===== config.mk =====
export PLATFORM = sky130hd
export DESIGN_NAME = partition_bucket_ctrl
export DESIGN_NICKNAME = d
export VERILOG_FILES = /design/src/rtl/partition_bucket_ctrl.sv
export SDC_FILE = /design/constraint.sdc
export NUM_CORES = 2
export LEC_CHECK = 0
export ABC_CLOCK_PERIOD_IN_PS = 14510
export CAP_MARGIN = 0
export CORE_UTILIZATION = 34
export CTS_CLUSTER_DIAMETER = 60
export DETAILED_ROUTE_END_ITERATION = 7
export DONT_BUFFER_PORTS = 1
export HOLD_SLACK_MARGIN = 0.12
export PLACE_DENSITY = 0.49
export SYNTH_ARGS = -nofsm -noshare
export SYNTH_HDL_FRONTEND = slang
export SYNTH_SLANG_ARGS = --single-unit

===== constraint.sdc =====
create_clock -name clk -period 14.51 [get_ports clk]
set_input_delay 2.902 -clock clk [delete_from_list [all_inputs] [get_ports clk]]
set_output_delay 2.902 -clock clk [all_outputs]
set_load 0.01 [all_outputs]

===== src/rtl/partition_bucket_ctrl.sv =====
// Hash-join partition bucket controller.
// Tuples are written into per-partition buckets held in an internal
// simple dual-port RAM addressed {part, slot}. A bucket that fills is
// streamed out at once; flush_all drains every non-empty bucket in
// ascending partition order and then pulses flush_done.
module partition_bucket_ctrl #(
    parameter int DATA_WIDTH    = 64,
    parameter int NUM_PART_BITS = 3,
    parameter int SLOT_BITS     = 3
) (
    input  logic                     clk,
    input  logic                     rst,
    input  logic                     in_valid,
    output logic                     in_ready,
    input  logic [DATA_WIDTH-1:0]    in_data,
    input  logic [NUM_PART_BITS-1:0] in_part,
    input  logic                     flush_all,
    output logic                     flush_done,
    output logic                     out_valid,
    input  logic                     out_ready,
    output logic [DATA_WIDTH-1:0]    out_data,
    output logic [NUM_PART_BITS-1:0] out_part,
    output logic                     out_last
);

    localparam int P  = 1 << NUM_PART_BITS;
    localparam int AW = NUM_PART_BITS + SLOT_BITS;
    localparam logic [SLOT_BITS:0] DEPTH = (SLOT_BITS+1)'(1 << SLOT_BITS);
    localparam logic [SLOT_BITS:0] ONE_C = (SLOT_BITS+1)'(1);
    localparam logic [SLOT_BITS-1:0] ONE_S = SLOT_BITS'(1);
    localparam logic [NUM_PART_BITS-1:0] ONE_P = NUM_PART_BITS'(1);

    localparam logic [1:0] ST_ACCEPT = 2'd0;
    localparam logic [1:0] ST_FLUSH  = 2'd1;
    localparam logic [1:0] ST_SCAN   = 2'd2;
    localparam logic [1:0] ST_FINISH = 2'd3;

    logic [1:0]               state;
    logic                     run;
    logic                     pend_all;
    logic                     from_scan;
    logic [SLOT_BITS:0]       cnt [P];
    logic [NUM_PART_BITS-1:0] fpart;
    logic [NUM_PART_BITS-1:0] scan_p;
    logic [SLOT_BITS-1:0]     rd_slot;
    logic [SLOT_BITS:0]       rd_end;

    logic [DATA_WIDTH-1:0]    ram [1 << AW];

    logic                     rd_vld_p1;
    logic [DATA_WIDTH-1:0]    ram_q_p1;
    logic [NUM_PART_BITS-1:0] rd_part_p1;
    logic                     rd_last_p1;

    logic [1:0]               fifo_cnt;
    logic                     wr_ptr;
    logic                     rd_ptr;
    logic [DATA_WIDTH-1:0]    fifo_data [2];
    logic [NUM_PART_BITS-1:0] fifo_part [2];
    logic                     fifo_last [2];

    logic                     wr_en;
    logic [AW-1:0]            wr_addr;
    logic [SLOT_BITS:0]       cnt_inc;
    logic                     fill;
    logic                     pop;
    logic [2:0]               credit_sum;
    logic                     rd_issue;
    logic                     rd_last;
    logic [AW-1:0]            rd_addr;

    // in_ready stays low for the first cycle after reset and during the flush_done pulse
    assign in_ready = run && (state == ST_ACCEPT) && !pend_all && !flush_done;

    // Write-side and read-side control decode; credit counts this cycle's pop as freeing a slot
    always_comb begin
        wr_en      = in_valid && in_ready;
        wr_addr    = {in_part, cnt[in_part][SLOT_BITS-1:0]};
        cnt_inc    = cnt[in_part] + ONE_C;
        fill       = wr_en && (cnt_inc == DEPTH);
        pop        = out_valid && out_ready;
        credit_sum = {1'b0, fifo_cnt} - {2'b00, pop} + {2'b00, rd_vld_p1};
        rd_issue   = (state == ST_FLUSH) && (credit_sum < 3'd2);
        rd_last    = ({1'b0, rd_slot} == (rd_end - ONE_C));
        rd_addr    = {fpart, rd_slot};
    end

    // Sequencer: fill counters, bucket flush, scan for non-empty buckets, completion
    always_ff @(posedge clk or posedge rst) begin
        if (rst) begin
            state      <= ST_ACCEPT;
            run        <= 1'b0;
            pend_all   <= 1'b0;
            from_scan  <= 1'b0;
            fpart      <= '0;
            scan_p     <= '0;
            rd_slot    <= '0;
            rd_end     <= '0;
            flush_done <= 1'b0;
            for (int i = 0; i < P; i++) cnt[i] <= '0;
        end else begin
            run        <= 1'b1;
            flush_done <= 1'b0;
            if (flush_all) pend_all <= 1'b1;
            case (state)
                ST_ACCEPT: begin
                    if (wr_en) cnt[in_part] <= cnt_inc;
                    if (fill) begin
                        state     <= ST_FLUSH;
                        fpart     <= in_part;
                        rd_slot   <= '0;
                        rd_end    <= DEPTH;
                        from_scan <= 1'b0;
                    end else if (pend_all || flush_all) begin
                        state  <= ST_SCAN;
                        scan_p <= '0;
                    end
                end
                ST_FLUSH: begin
                    if (rd_issue) begin
                        rd_slot <= rd_slot + ONE_S;
                        if (rd_last) begin
                            cnt[fpart] <= '0;
                            if (!from_scan) begin
                                state <= ST_ACCEPT;
                            end else if (&scan_p) begin
                                state <= ST_FINISH;
                            end else begin
                                state  <= ST_SCAN;
                                scan_p <= scan_p + ONE_P;
                            end
                        end
                    end
                end
                ST_SCAN: begin
                    if (cnt[scan_p] != '0) begin
                        state     <= ST_FLUSH;
                        fpart     <= scan_p;
                        rd_slot   <= '0;
                        rd_end    <= cnt[scan_p];
                        from_scan <= 1'b1;
                    end else if (&scan_p) begin
                        state <= ST_FINISH;
                    end else begin
                        scan_p <= scan_p + ONE_P;
                    end
                end
                ST_FINISH: begin
                    if ((fifo_cnt == 2'd0) && !rd_vld_p1) begin
                        flush_done <= 1'b1;
                        pend_all   <= 1'b0;
                        state      <= ST_ACCEPT;
                    end
                end
                default: state <= ST_ACCEPT;
            endcase
        end
    end

    // Bucket RAM write port; contents survive reset
    always_ff @(posedge clk) begin
        if (wr_en) ram[wr_addr] <= in_data;
    end

    // ---- stage p1: registered RAM read with its partition/last tags ----
    always_ff @(posedge clk) begin
        if (rd_issue) begin
            ram_q_p1   <= ram[rd_addr];
            rd_part_p1 <= fpart;
            rd_last_p1 <= rd_last;
        end
    end

    // Read-in-flight marker travelling with the p1 data
    always_ff @(posedge clk or posedge rst) begin
        if (rst) rd_vld_p1 <= 1'b0;
        else     rd_vld_p1 <= rd_issue;
    end

    // ---- stage p2: two-entry output FIFO; head entry holds still under backpressure ----
    always_ff @(posedge clk or posedge rst) begin
        if (rst) begin
            fifo_cnt <= 2'd0;
            wr_ptr   <= 1'b0;
            rd_ptr   <= 1'b0;
            for (int i = 0; i < 2; i++) begin
                fifo_data[i] <= '0;
                fifo_part[i] <= '0;
                fifo_last[i] <= 1'b0;
            end
        end else begin
            if (rd_vld_p1) begin
                fifo_data[wr_ptr] <= ram_q_p1;
                fifo_part[wr_ptr] <= rd_part_p1;
                fifo_last[wr_ptr] <= rd_last_p1;
                wr_ptr            <= ~wr_ptr;
            end
            if (pop) rd_ptr <= ~rd_ptr;
            fifo_cnt <= fifo_cnt + {1'b0, rd_vld_p1} - {1'b0, pop};
        end
    end

    assign out_valid = (fifo_cnt != 2'd0);
    assign out_data  = fifo_data[rd_ptr];
    assign out_part  = fifo_part[rd_ptr];
    assign out_last  = fifo_last[rd_ptr];

endmodule


==> run metrics <==
global placer's final weighted congestion=0.802; CTS tree=done; Int Pwr=23.2 mW; # fillers=42.7k; most frequent cell after synthesis=edfxtp_1; Worst Slack Setup Final=8.46 ns; RSZ-0062 raised after global routing=false; initial antenna violation count=54; Std-Cell Core Area=487,000 sq um; initial DRC count=9,491; Final Hold Vio Count=0; die height=701 microns; global route hottest layer=met2; list of most frequent post-synthesis cells=4,164 x edfxtp_1, 1,226 x mux4_2, 213 x mux2_2; DRC viols=0; Final nets=7,251; H-Tree Depth=5; I/O pin count=143; Mean Syn Cell Area=24.2 sq um; Starting Density=34.2%; Setup crit start kind=register; mapped cell area=166,000 sq um; maximum clock path buffer count=4; Tmin final=6.05 ns; Crit Path Class=reg -> out; VDD IR-drop max=0.125 mV; area leader, netlist=edfxtp_1; via/cell ratio=5.52; number of CTS-inserted buffers=459; clk root buf=clkbuf_16; vias in the first global route=78.7k; number of routed nets with antenna violations=0; met1 Use GR=28.1%; Layout Skew=0.0790 ns; clock share of power=36.9%; setup TNS=0 ns; CP endpoint kind=output port; DIE AREA=492,000 sq um; layout cells sized above 1=31.7%; hold_buf cts=0; largest net degree at the start of global routing=131; max_cap viols=1; Power Dens Cells=166 nW/um^2; IO Port Bufs=0; WL/cell=35.0 microns; Leak Pwr=58.7 nW; top_reg_cell synth=edfxtp_1; R2R setup slack=8.98 ns; Critical Path AT=3.15 ns; Syn. warnings=0; slew of the pin with the lowest slew margin=1.48 ns; hold_ws=0.501 ns; global route total overflow=0; final setup fails=0; clk_lat worst skew=1.02 ns; Layout area overhead=14.3%; outcome=finished with violations; Logic pwr share=17.6%; non-filler cells, final=14.0k; area share of the largest cell type after synthesis=75.2%; first-pass GRT wire length=670 mm; CTS resizes=0; Syn Inst Count=6,860; final period utilization=41.7%; Die W=701 microns; DR pass1 iterations=6; pre-CTS setup slack=7.50 ns; post-synthesis sequential area ratio=78.1%; NetSw=8.43 mW; Crit Path Max Fanout=44; failing checks=max-capacitance violations; #FFs+latches synth=4,356; Cells after DPL=13.2k; hpwl dp=277 mm; Area contributors post-synth=edfxtp_1 75%, mux4_2 17%, dfrtp_1 2.9%, mux2_2 1.4%, mux2i_1 1.2%; Util after Layout=39.1%; EDFF count, synth=4,164; fin. max-slew vios=0; syn_nets=6,946; routed vias=77.4k; clock slew at reported path FFs=0.06 ns; FP Rows=256; total track usage=19.7%; switching fraction of total power=26.7%; asr flop ratio synth=4.41%; met2 usage=31.6%; GR met3 Demand/Resource=3.53%; Slew HR=0.447%; CTS sink cnt=4,356; worst hold path type=reg -> reg; WP data required=11.61 ns; postcts setup bufs=0; Seq pwr share=45.5%; Fmax=165 MHz; WL final=491 mm; Unique masters post-synth=59
[power by group through the flow]
stage,registers [mW],clock network (mW),logic [mW]
after CTS,14.4,11.9,5.67
after global routing,14.4,12.3,5.82
after detailed placement,14.7,0,5.66
after floorplan,14.4,0,3.60
final,14.4,11.7,5.55
after global placement,14.6,0,5.65
[metrics by stage]
step | total power, mW | instance area [sq um]
floorplan | 18.0 | 166000
global placement | 20.3 | 175000
detailed placement | 20.3 | 175000
CTS | 32.0 | 190000
global route | 32.6 | 190000
finish | 31.6 | 190000
[kinds of logic (layout without fill, tap and decap cells)]
| logic type | after synthesis | after routing | synth area share [%] |
|---|---|---|---|
| DFF | 4356 | 4356 | 78.1 |
| muxes | 1651 | 1651 | 19.3 |
| buffers and inverters | 383 | 1076 | 0.964 |
| and+or+nand+nor | 249 | 249 | 0.660 |
| AOI/OAI and AO/OA | 197 | 197 | 0.824 |
| adders and majority gates | 14 | 14 | 0.110 |
| xor gates and xnor gates | 9 | 9 | 0.0474 |
| other | 1 | 18 | 0.00225 |
[worst paths after layout]
path                                          start                  endpoint  cells past startpoint
setup / recovery                 rd_ptr$_DFFE_PP0P_              out_data[17]                      2
hold / removal             fifo_data[7]$_DFFE_PP0P_  fifo_data[7]$_DFFE_PP0P_                      1
setup reg to reg             rd_slot[0]$_DFFE_PP0P_     ram_q_p1[2]$_DFFE_PP_                      8
hold reg to reg            fifo_data[7]$_DFFE_PP0P_  fifo_data[7]$_DFFE_PP0P_                      1
max in group asynchronous                       rst    rd_slot[0]$_DFFE_PP0P_                      2
min in group asynchronous                       rst  fifo_part[0]$_DFFE_PP0P_                      1
[area by class of cell]
| cell class | count | area, sq um | share of cell area [%] |
|---|---|---|---|
| timing repair buffer | 207 | 1770 | 0.929 |
| antenna | 17 | 42.5 | 0.0224 |
| sequential | 4356 | 130000 | 68.3 |
| multi-input combinational | 2121 | 35500 | 18.6 |
| clock buffer | 575 | 12200 | 6.41 |
| tap | 6450 | 8070 | 4.24 |
| inverter | 20 | 90.1 | 0.0474 |
| clock inverter | 274 | 2710 | 1.42 |
[metal layers]
layer | part of all wire (%) | vias up
met3 | 7.4 | 524
met4 | 2.0 | 8
met1 | 43 | 43700
met5 | 0.011 | -
met2 | 48 | 2937
li1 | - | 30200
[registers in the layout, indices dropped and copies added (netlist names), 2 cells and up]
signal and cells:
rd_slot 3, ram_q_p1 64, fpart 3, scan_p 3
ram 4096, fifo_data 128, rd_part_p1 3, fifo_cnt 2
fifo_part 6, cnt 32, rd_end 4, state 2
fifo_last 2
[worst max-delay path: stages, from the launching register on]
cell and delay, ns:
dfrtp_4 0.93, buf_4 0.65, mux2_2 0.48
[cells in the final DEF (no fill, tap or decap), types with 7 or more instances in the layout]
master and count:
o21ai_0 16, clkinv_2 75, clkbuf_1 96, and2_1 7
buf_12 17, a21oi_1 7, xor2_1 7, dfrtp_1 186
mux2i_1 205, nor3_1 27, diode_2 17, clkinvlp_4 18
nand2_1 69, buf_4 190, clkinv_1 106, a22o_1 9
inv_1 16, a31oi_1 8, clkbuf_16 466, nor2_4 65
bufinv_16 42, inv_6 9, o22ai_1 101, mux4_2 1226
mux2_2 213, nand3_1 14, edfxtp_1 4164, o2bb2ai_1 24
ha_1 13, nor4_1 8, nor2_1 27, clkbuf_8 13
Note: power is estimated with default switching activity, not from simulation.
